$ cat src/rtl/mult_pkg.sv
// rtl/mult_pkg.sv - shared types and widths for the arbitrated multiplier
package mult_pkg;

    localparam int OPW  = 4;
    localparam int RESW = 2 * OPW;

    typedef enum logic [1:0] {
        IDLE = 2'd0,
        CALC = 2'd1,
        RESP = 2'd2
    } state_t;

endpackage

$ cat src/rtl/array_mult4x4.sv
// rtl/array_mult4x4.sv - combinational unsigned array multiplier from full-adder rows
module array_mult4x4 #(
    parameter int OPW = 4
) (
    input  logic [OPW-1:0]   a,
    input  logic [OPW-1:0]   b,
    output logic [2*OPW-1:0] product
);

    function automatic logic [1:0] full_add(input logic x, input logic y, input logic ci);
        return {(x & y) | (x & ci) | (y & ci), x ^ y ^ ci};
    endfunction

    logic [OPW-1:0] acc;
    logic [OPW-1:0] shifted;
    logic           carry_row;
    logic           c;
    logic [1:0]     fa;

    // Each row adds one partial product to the previous row shifted down by one;
    // the bit falling out of the bottom of each row is a final product bit.
    always_comb begin
        acc       = a & {OPW{b[0]}};
        carry_row = 1'b0;
        shifted   = '0;
        c         = 1'b0;
        fa        = '0;
        product   = '0;
        product[0] = acc[0];
        for (int i = 1; i < OPW; i++) begin
            shifted = {carry_row, acc[OPW-1:1]};
            c       = 1'b0;
            for (int j = 0; j < OPW; j++) begin
                fa     = full_add(shifted[j], a[j] & b[i], c);
                acc[j] = fa[0];
                c      = fa[1];
            end
            carry_row  = c;
            product[i] = acc[0];
        end
        product[2*OPW-1:OPW] = {carry_row, acc[OPW-1:1]};
    end

endmodule

$ cat src/rtl/mult_arbiter.sv
// rtl/mult_arbiter.sv - two-requester round-robin front end to one shared multiplier
module mult_arbiter #(
    parameter int OPW = 4
) (
    input  logic             clk,
    input  logic             rst,
    input  logic             req0_valid,
    output logic             req0_ready,
    input  logic [OPW-1:0]   req0_a,
    input  logic [OPW-1:0]   req0_b,
    input  logic             req1_valid,
    output logic             req1_ready,
    input  logic [OPW-1:0]   req1_a,
    input  logic [OPW-1:0]   req1_b,
    output logic             rsp_valid,
    input  logic             rsp_ready,
    output logic [2*OPW-1:0] rsp_data,
    output logic             rsp_id,
    output logic             busy,
    output logic [7:0]       txn_count
);

    import mult_pkg::*;

    state_t           state;
    state_t           state_nxt;
    logic             last_grant;
    logic             grant0;
    logic             grant1;
    logic             accept;
    logic [OPW-1:0]   op_a;
    logic [OPW-1:0]   op_b;
    logic [2*OPW-1:0] product;

    // On contention the requester not served last time wins.
    always_comb begin
        grant0 = 1'b0;
        grant1 = 1'b0;
        if (state == IDLE && !rst) begin
            grant0 = req0_valid && (!req1_valid || last_grant);
            grant1 = req1_valid && (!req0_valid || !last_grant);
        end
    end

    assign accept = grant0 | grant1;

    always_ff @(posedge clk) begin
        if (rst) begin
            state <= IDLE;
        end else begin
            state <= state_nxt;
        end
    end

    always_comb begin
        state_nxt = state;
        case (state)
            IDLE:    if (accept)    state_nxt = CALC;
            CALC:                   state_nxt = RESP;
            RESP:    if (rsp_ready) state_nxt = IDLE;
            default:                state_nxt = IDLE;
        endcase
    end

    always_comb begin
        req0_ready = grant0;
        req1_ready = grant1;
        busy       = (state != IDLE);
    end

    always_ff @(posedge clk) begin
        if (rst) begin
            op_a       <= '0;
            op_b       <= '0;
            rsp_id     <= 1'b0;
            rsp_data   <= '0;
            rsp_valid  <= 1'b0;
            txn_count  <= 8'd0;
            last_grant <= 1'b1;
        end else begin
            case (state)
                IDLE: begin
                    if (accept) begin
                        op_a       <= grant1 ? req1_a : req0_a;
                        op_b       <= grant1 ? req1_b : req0_b;
                        rsp_id     <= grant1;
                        last_grant <= grant1;
                    end
                end
                CALC: begin
                    rsp_data  <= product;
                    rsp_valid <= 1'b1;
                end
                RESP: begin
                    if (rsp_ready) begin
                        rsp_valid <= 1'b0;
                        txn_count <= txn_count + 8'd1;
                    end
                end
                default: ;
            endcase
        end
    end

    array_mult4x4 #(.OPW(OPW)) u_mult (
        .a       (op_a),
        .b       (op_b),
        .product (product)
    );

endmodule

$ cat config.mk
export PLATFORM = sky130hd
export DESIGN_NAME = mult_arbiter
export DESIGN_NICKNAME = d
export VERILOG_FILES = /design/src/rtl/mult_pkg.sv /design/src/rtl/array_mult4x4.sv /design/src/rtl/mult_arbiter.sv
export SDC_FILE = /design/constraint.sdc
export NUM_CORES = 1
export LEC_CHECK = 0
export CELL_PAD_IN_SITES_DETAIL_PLACEMENT = 0
export CELL_PAD_IN_SITES_GLOBAL_PLACEMENT = 1
export CORE_AREA = 2 2 71 73
export DETAILED_ROUTE_END_ITERATION = 16
export DIE_AREA = 0 0 73 75
export PLACE_DENSITY = 0.84
export SLEW_MARGIN = 30
export SYNTH_ARGS = -nofsm -noshare
export SYNTH_HDL_FRONTEND = slang
export SYNTH_SLANG_ARGS = --single-unit
export TNS_END_PERCENT = 30
$ cat constraint.sdc
create_clock -name clk -period 6.7 [get_ports clk]
set_clock_uncertainty 0.2 [all_clocks]
set_input_delay 1.34 -clock clk [delete_from_list [all_inputs] [get_ports clk]]
set_output_delay 1.34 -clock clk [all_outputs]
set_load 0.05 [all_outputs]
==> key figures <==
CTS
  – Clk slew on worst S/H paths: 60 ps
  – CTS max path bufs: 2
  – CTS tree: built
  – Post_cts resized: 0
  – Clock sinks: 29
  – Total CTS buffers: 5
  – Post-CTS setup buffer count: 0
  – Hold-fix buffers, CTS: 0
  – Root Driver: clkbuf_8
  – Clk_lat worst skew: 280 ps
  – H-tree depth: 2

Placement
  – Setup WS pre-CTS: 1339 ps
  – I/O Buffers: 41
  – HPWL after DPL: 2693 um
  – Routability cong.: 0.7957

Worst setup path
  – Worst-path maximum fanout: 30
  – Arr. time, crit path: 3830 ps
  – Crit path capture type: primary output
  – Maximum single-stage delay on the critical path: 810 ps
  – Setup slack, reg-to-reg: 2510 ps
  – RR Endpoint: rsp_data[6]
  – WS Path Type: in -> out
  – Register-to-Register Path Depth: 13
  – CP Data Required Time: 5160 ps
  – Crit-path slowest cell: clkdlybuf4s50_1
  – Worst Setup SP: rst
  – Reg2Reg Launch Point: op_b[0]
  – Most frequent cell on the critical path: clkdlybuf4s50_1
  – WP buf/inv: 4
  – Delay-heaviest family, CP: buffers and inverters
  – Worst-path cell chain: clkdlybuf4s50_1 -> buf_4 -> or3_1 -> or2_4 -> inv_1 -> clkdlybuf4s50_1
  – CP Launch Type: input pin

Global routing
  – Initial antenna violation count: 0
  – Gr ovfl total: 0
  – GRT Total Usage: 13.77%
  – Number of global-route vias before repair: 1,341
  – Largest net degree at the start of global routing: 31
  – First-pass GRT wire length: 5809 um

Pwr
  – Peak supply drop: 0.0001132 V
  – Overall Power: 446.4 uW
  – Lkg Pwr: 0.7648 nW
  – PD cells: 210.0 nW/um^2

Timing
  – Final hold viol count: 0
  – Final worst-path cycle share: 80.20%
  – Worst Max-Slew Pin Slew: 791.9 ps
  – Slew headroom: 47.10%
  – Maximum clock frequency: 186.1 MHz
  – Final setup fails: 0
  – Final min period: 5373 ps
  – Worst setup slack after layout: 1327 ps
  – Setup TNS: 0 ps
  – Max Slew Vio Count: 0
  – RSZ-0062 raised after global routing: no

Synthesis
  – Synth Cell Area: 1599 sq um
  – Top-area cell type share of the netlist area: 36.31%
  – FFs w/ async S/R, synth: 0%
  – Count of cell types in the netlist: 33
  – Syn Nets: 214
  – Mapped Cells: 180
  – Ys Warns: 0
  – Yosys top cell by area: dfxtp_1
  – Sequential cell area fraction in the yosys report: 36.31%
  – EDFF count, synth: 0
  – Top cells by area, synth: dfxtp_1, fa_1, o31ai_1
  – Seq cells post-synth: 29
  – Most used DFF post-synth: dfxtp_1
  – Avg Cell Area, Syn: 8.884 sq um

Finish
  – Fin nets: 251
  – Layout area overhead: 32.94%
  – # diodes: 0
  – Fillers: 450
  – Share of layout cells above drive strength 1: 6.422%

Floorplan
  – CORE AREA: 4661 sq um
  – Die width: 73 um
  – Chip Height: 75 um
  – Die area: 5475 sq um
  – Row cnt: 25
  – Initial Utilization: 34.31%
  – I/O Pins: 42

Outcome
  – Status: completed

Worst hold path
  – Worst Hold Endpoint: rsp_data[0]
  – Hold depth: 2
  – Hold Path Origin: rsp_data[0]
  – Hold Crit Class: reg -> reg

Drt
  – ANT nets after route: 0
  – Drt pass-1 iters: 4
  – Vias/cell: 5.239
  – Starting DRC count in detailed routing: 63
  – WL final: 3545 um
  – Via count: 1,425
  – DRC Markers: 0
  – DR WL/cell: 13.03 um

Run
  – Max_cap viols: 0
-- metal layers --
metal  track usage (%)  wire length, um  vias to the layer above
li1                  -                -                      717
met1             18.02             1679                      656
met2             22.02             1621                       45
met3             3.614              190                        7
met4             4.938               53                        0
met5                 0                0                        -
-- cell type report --
cell class / instances / area, sq um / area share, %
multi-input cells: 127 / 913.4 / 42.97
clock inverters: 1 / 5.005 / 0.2354
inverters: 12 / 45.04 / 2.119
well taps: 54 / 67.56 / 3.178
repair buffers: 42 / 417.9 / 19.66
clock buffers: 7 / 96.34 / 4.532
flip-flops and latches: 29 / 580.6 / 27.31
-- cell usage in the layout, fill, tap and decap left out, types with 2 or more instances in the layout --
master	n
or4_1	3
and2_1	9
nor3_1	8
o31ai_1	11
o21ai_0	3
nor2b_1	2
nor2_1	8
nand2_1	16
nand2b_1	2
a311oi_1	8
fa_1	8
xor2_1	2
a21oi_1	11
clkdlybuf4s50_1	41
a211oi_1	4
nand3_1	5
inv_1	12
ha_1	5
clkbuf_8	7
nand4_1	9
dfxtp_1	29
or3_1	3
-- flip-flops by register name, summed over array words and instances, names as in the netlist --
signal      count
rsp_id          1
rsp_data        8
txn_count       8
rsp_valid       1
state           2
op_a            4
op_b            4
last_grant      1
-- cell usage after synthesis (7+ instances only) --
cell      instances
a21oi_1          11
a311oi_1          8
and2_1            9
clkbuf_1          7
dfxtp_1          29
fa_1              8
inv_1            12
nand2_1          16
nand4_1           9
nor2_1            8
nor3_1            8
o31ai_1          11
-- how the worst max path moves through the flow --
stage	to	slack [ps]	cells after the start
after floorplan	rsp_data[6]	2770	13
after global placement	req1_ready	1360	6
after detailed placement	req1_ready	1340	6
after CTS	req1_ready	1330	6
after global routing	req1_ready	1200	6
final	req1_ready	1330	6
-- metrics by stage --
stage	instances	util [%]	cell area (sq um)	hold slack, ps
after detailed placement	264	43.44	2024	257.4
final	272	45.61	2126	259.2
after CTS	272	45.61	2126	266.5
after global placement	264	43.44	2024	252.4
after floorplan	180	-	1599	274.7
after global routing	272	45.61	2126	278.3
-- report_power, final --
part	internal [mW]	switching, mW
sequential	0.184	0.0119
combinational	0.0378	0.0560
clock	0.0926	0.0639
-- kinds of logic after synthesis --
kind of cell,Yosys count,share of synthesized area (%)
AOI/OAI and AO/OA,39,16.98
xor gates and xnor gates,2,1.096
adders and majority gates,13,13.93
buffers and inverters,24,6.573
DFF,29,36.31
muxes,1,0.6260
and+or+nand+nor,72,24.49
-- tightest hold or removal path: cells and delay by family, from the launching register on --
kind / cells / cell delay [ps]
AND/OR/NAND/NOR: 1 / 50
flip-flops: 1 / 310
AO/OA/AOI/OAI: 1 / 50
(Power assumes the default switching activity.)
==> patch, RTL diff (same settings) <==
`OPW` is set to 4 in 3 places; all go to 2.
--- a/src/rtl/mult_pkg.sv
+++ b/src/rtl/mult_pkg.sv
@@ -2,5 +2,5 @@
 package mult_pkg;
 
-    localparam int OPW  = 4;
+    localparam int OPW  = 2;
     localparam int RESW = 2 * OPW;
 
--- a/src/rtl/array_mult4x4.sv
+++ b/src/rtl/array_mult4x4.sv
@@ -1,5 +1,5 @@
 // rtl/array_mult4x4.sv - combinational unsigned array multiplier from full-adder rows
 module array_mult4x4 #(
-    parameter int OPW = 4
+    parameter int OPW = 2
 ) (
     input  logic [OPW-1:0]   a,
--- a/src/rtl/mult_arbiter.sv
+++ b/src/rtl/mult_arbiter.sv
@@ -1,5 +1,5 @@
 // rtl/mult_arbiter.sv - two-requester round-robin front end to one shared multiplier
 module mult_arbiter #(
-    parameter int OPW = 4
+    parameter int OPW = 2
 ) (
     input  logic             clk,
Ports: changed (5 resized); port bits go from 42 to 30. No check against the original RTL was run, so the function may have changed too.
==> patch against the unedited design <==
  * Setup slack improved by 140 ps
  * Cell area shrank 36%
  * Wire length fell by 38%
  * Count of clock-buffer cells in the layout fell by 4
  * Power shrank 38%
  * Utilization down 16 points
  * Critical path type unchanged
  * Sequential cell count down 8
  * Synthesized area down 40%
==> patch: results (changes against the unedited design) <==
outcome: completed
Placed Area: 1310 µm² (-35%)
worst-margin pin slew: 548 ps (-244 ps)
TritonCTS Buffers: 3 (-2)
critical path peak fanout: 22 (-27%)
HPWL Detailed: 1.66 mm (-38%)
share of post-route cells with drive strength above 1: 6.67% (+0.24 points)
GPL Wtd Cong: 0.778 (-2.2%)
Synth top cells by count: 21 x dfxtp_1, 8 x nor2_1, 6 x a21oi_1, 6 x nand4_1, 6 x o31ai_1
ANT cells: 0 (unchanged)
fin nets: 152 (-39%)
Max Root-Sink Buffers: 2 (unchanged)
Setup violations, final: 0 (unchanged)
GRT Overall Usage: 8.21% (-5.6 points)
largest net degree at the start of global routing: 23 (-26%)
first-pass GRT wire length: 3.51 mm (-40%)
Clk Latency, worst-skew pair: 270 ps
Iteration-0 DRC Markers: 42 (-33%)
vias in the first global route: 745 (-44%)
Avg WL per Cell: 11.6 µm (-11%)
LEAKAGE: 0.468 nW (-39%)
TritonRoute pass-1 iters: 4 (unchanged)
buffers added on ports: 29 (-29%)
CTS H-Tree Depth: 1 (-1)
Clock Pin Slew Worst Setup and Hold Paths: 70 ps
Seq/Total Area, Yosys: 43.6% (+7.3 points)
biggest regs: txn_count x8, rsp_data x4
Vias: 867 (-39%)
# DRC: 0 (unchanged)
Post-Syn Nets: 122 (-43%)
Yosys cell types: 32 (-3.0%)
Worst EP arrival: 3690 ps (-140 ps)
VDD IR max: 0.0921 mV (-19%)
synth top area cells: dfxtp_1 44%, o31ai_1 4.7%, mux2i_1 4.2%, ha_1 3.9%, nand4_1 3.9%
yosys warns: 0 (unchanged)
==> patch: cell count changes after synthesis, moves of 6 or more <==
cell,change
nand2_1,-14
and2_1,-6
inv_1,-11
dfxtp_1,-8
fa_1,-8
==> patch: path summary, 6_finish.rpt <==
path / slack, ps / cells after the start / endpoint / startpoint
min: 280 / 2 / txn_count[7] / txn_count[7]
max reg2reg: 4830 / 3 / op_b[1] / state[1]
max: 1470 / 6 / req1_ready / rst
min reg2reg: 280 / 2 / txn_count[7] / txn_count[7]
==> patch: final cells by class <==
class | count | area [µm²]
Fill cell | 484 | 3300
Inverter | 2 | 7.51
Timing Repair Buffer | 30 | 298
Multi-Input combinational cell | 78 | 515
Sequential cell | 21 | 420
Tap cell | 54 | 67.6
Clock buffer | 3 | 41.3
Clock inverter | 1 | 7.51
==> patch: logic make-up (layout without fill, tap and decap cells) <==
family | after synthesis | count (layout) | share of synthesized area [%]
flip-flops | 21 | 21 | 43.6
adder cells (fa/ha/maj) | 3 | 3 | 3.89
buffers and inverters | 7 | 36 | 2.98
AO/OA/AOI/OAI | 23 | 23 | 15.6
XOR/XNOR | 2 | 2 | 1.82
AND/OR/NAND/NOR | 46 | 46 | 28.0
multiplexers | 4 | 4 | 4.15
==> patch: report_power, final <==
group / switching, mW / internal [mW]
clock network: 0.0437 / 0.0420
registers: 0.00560 / 0.131
logic: 0.0316 / 0.0229
total: 0.0809 / 0.196
==> patch: layer usage <==
| layer | part of all wire, % | track usage (%) | up-vias |
|---|---|---|---|
| li1 | - | - | 447 |
| met1 | 47 | 10.8 | 389 |
| met2 | 46 | 12.4 | 31 |
| met3 | 6.7 | 4.15 | 0 |
| met4 | 0 | 1.03 | 0 |
| met5 | 0 | 0 | - |
==> patch: metrics by stage <==
stage	hold WS [ps]	power [mW]	worst slack, ps	std cells	util [%]
after global routing	288	0.290	1370	189	29.1
after floorplan	257	0.174	2630	106	-
after global placement	264	0.194	1480	185	28.1
final	281	0.277	1470	189	29.1
after detailed placement	272	0.194	1470	185	28.1
after CTS	282	0.278	1470	189	29.1
==> patch: worst max-delay path: stages <==
cell             delay [ps]
clkdlybuf4s50_1         390
buf_4                   210
or3_1                   490
or2_1                   380
inv_2                    80
clkdlybuf4s50_1         790
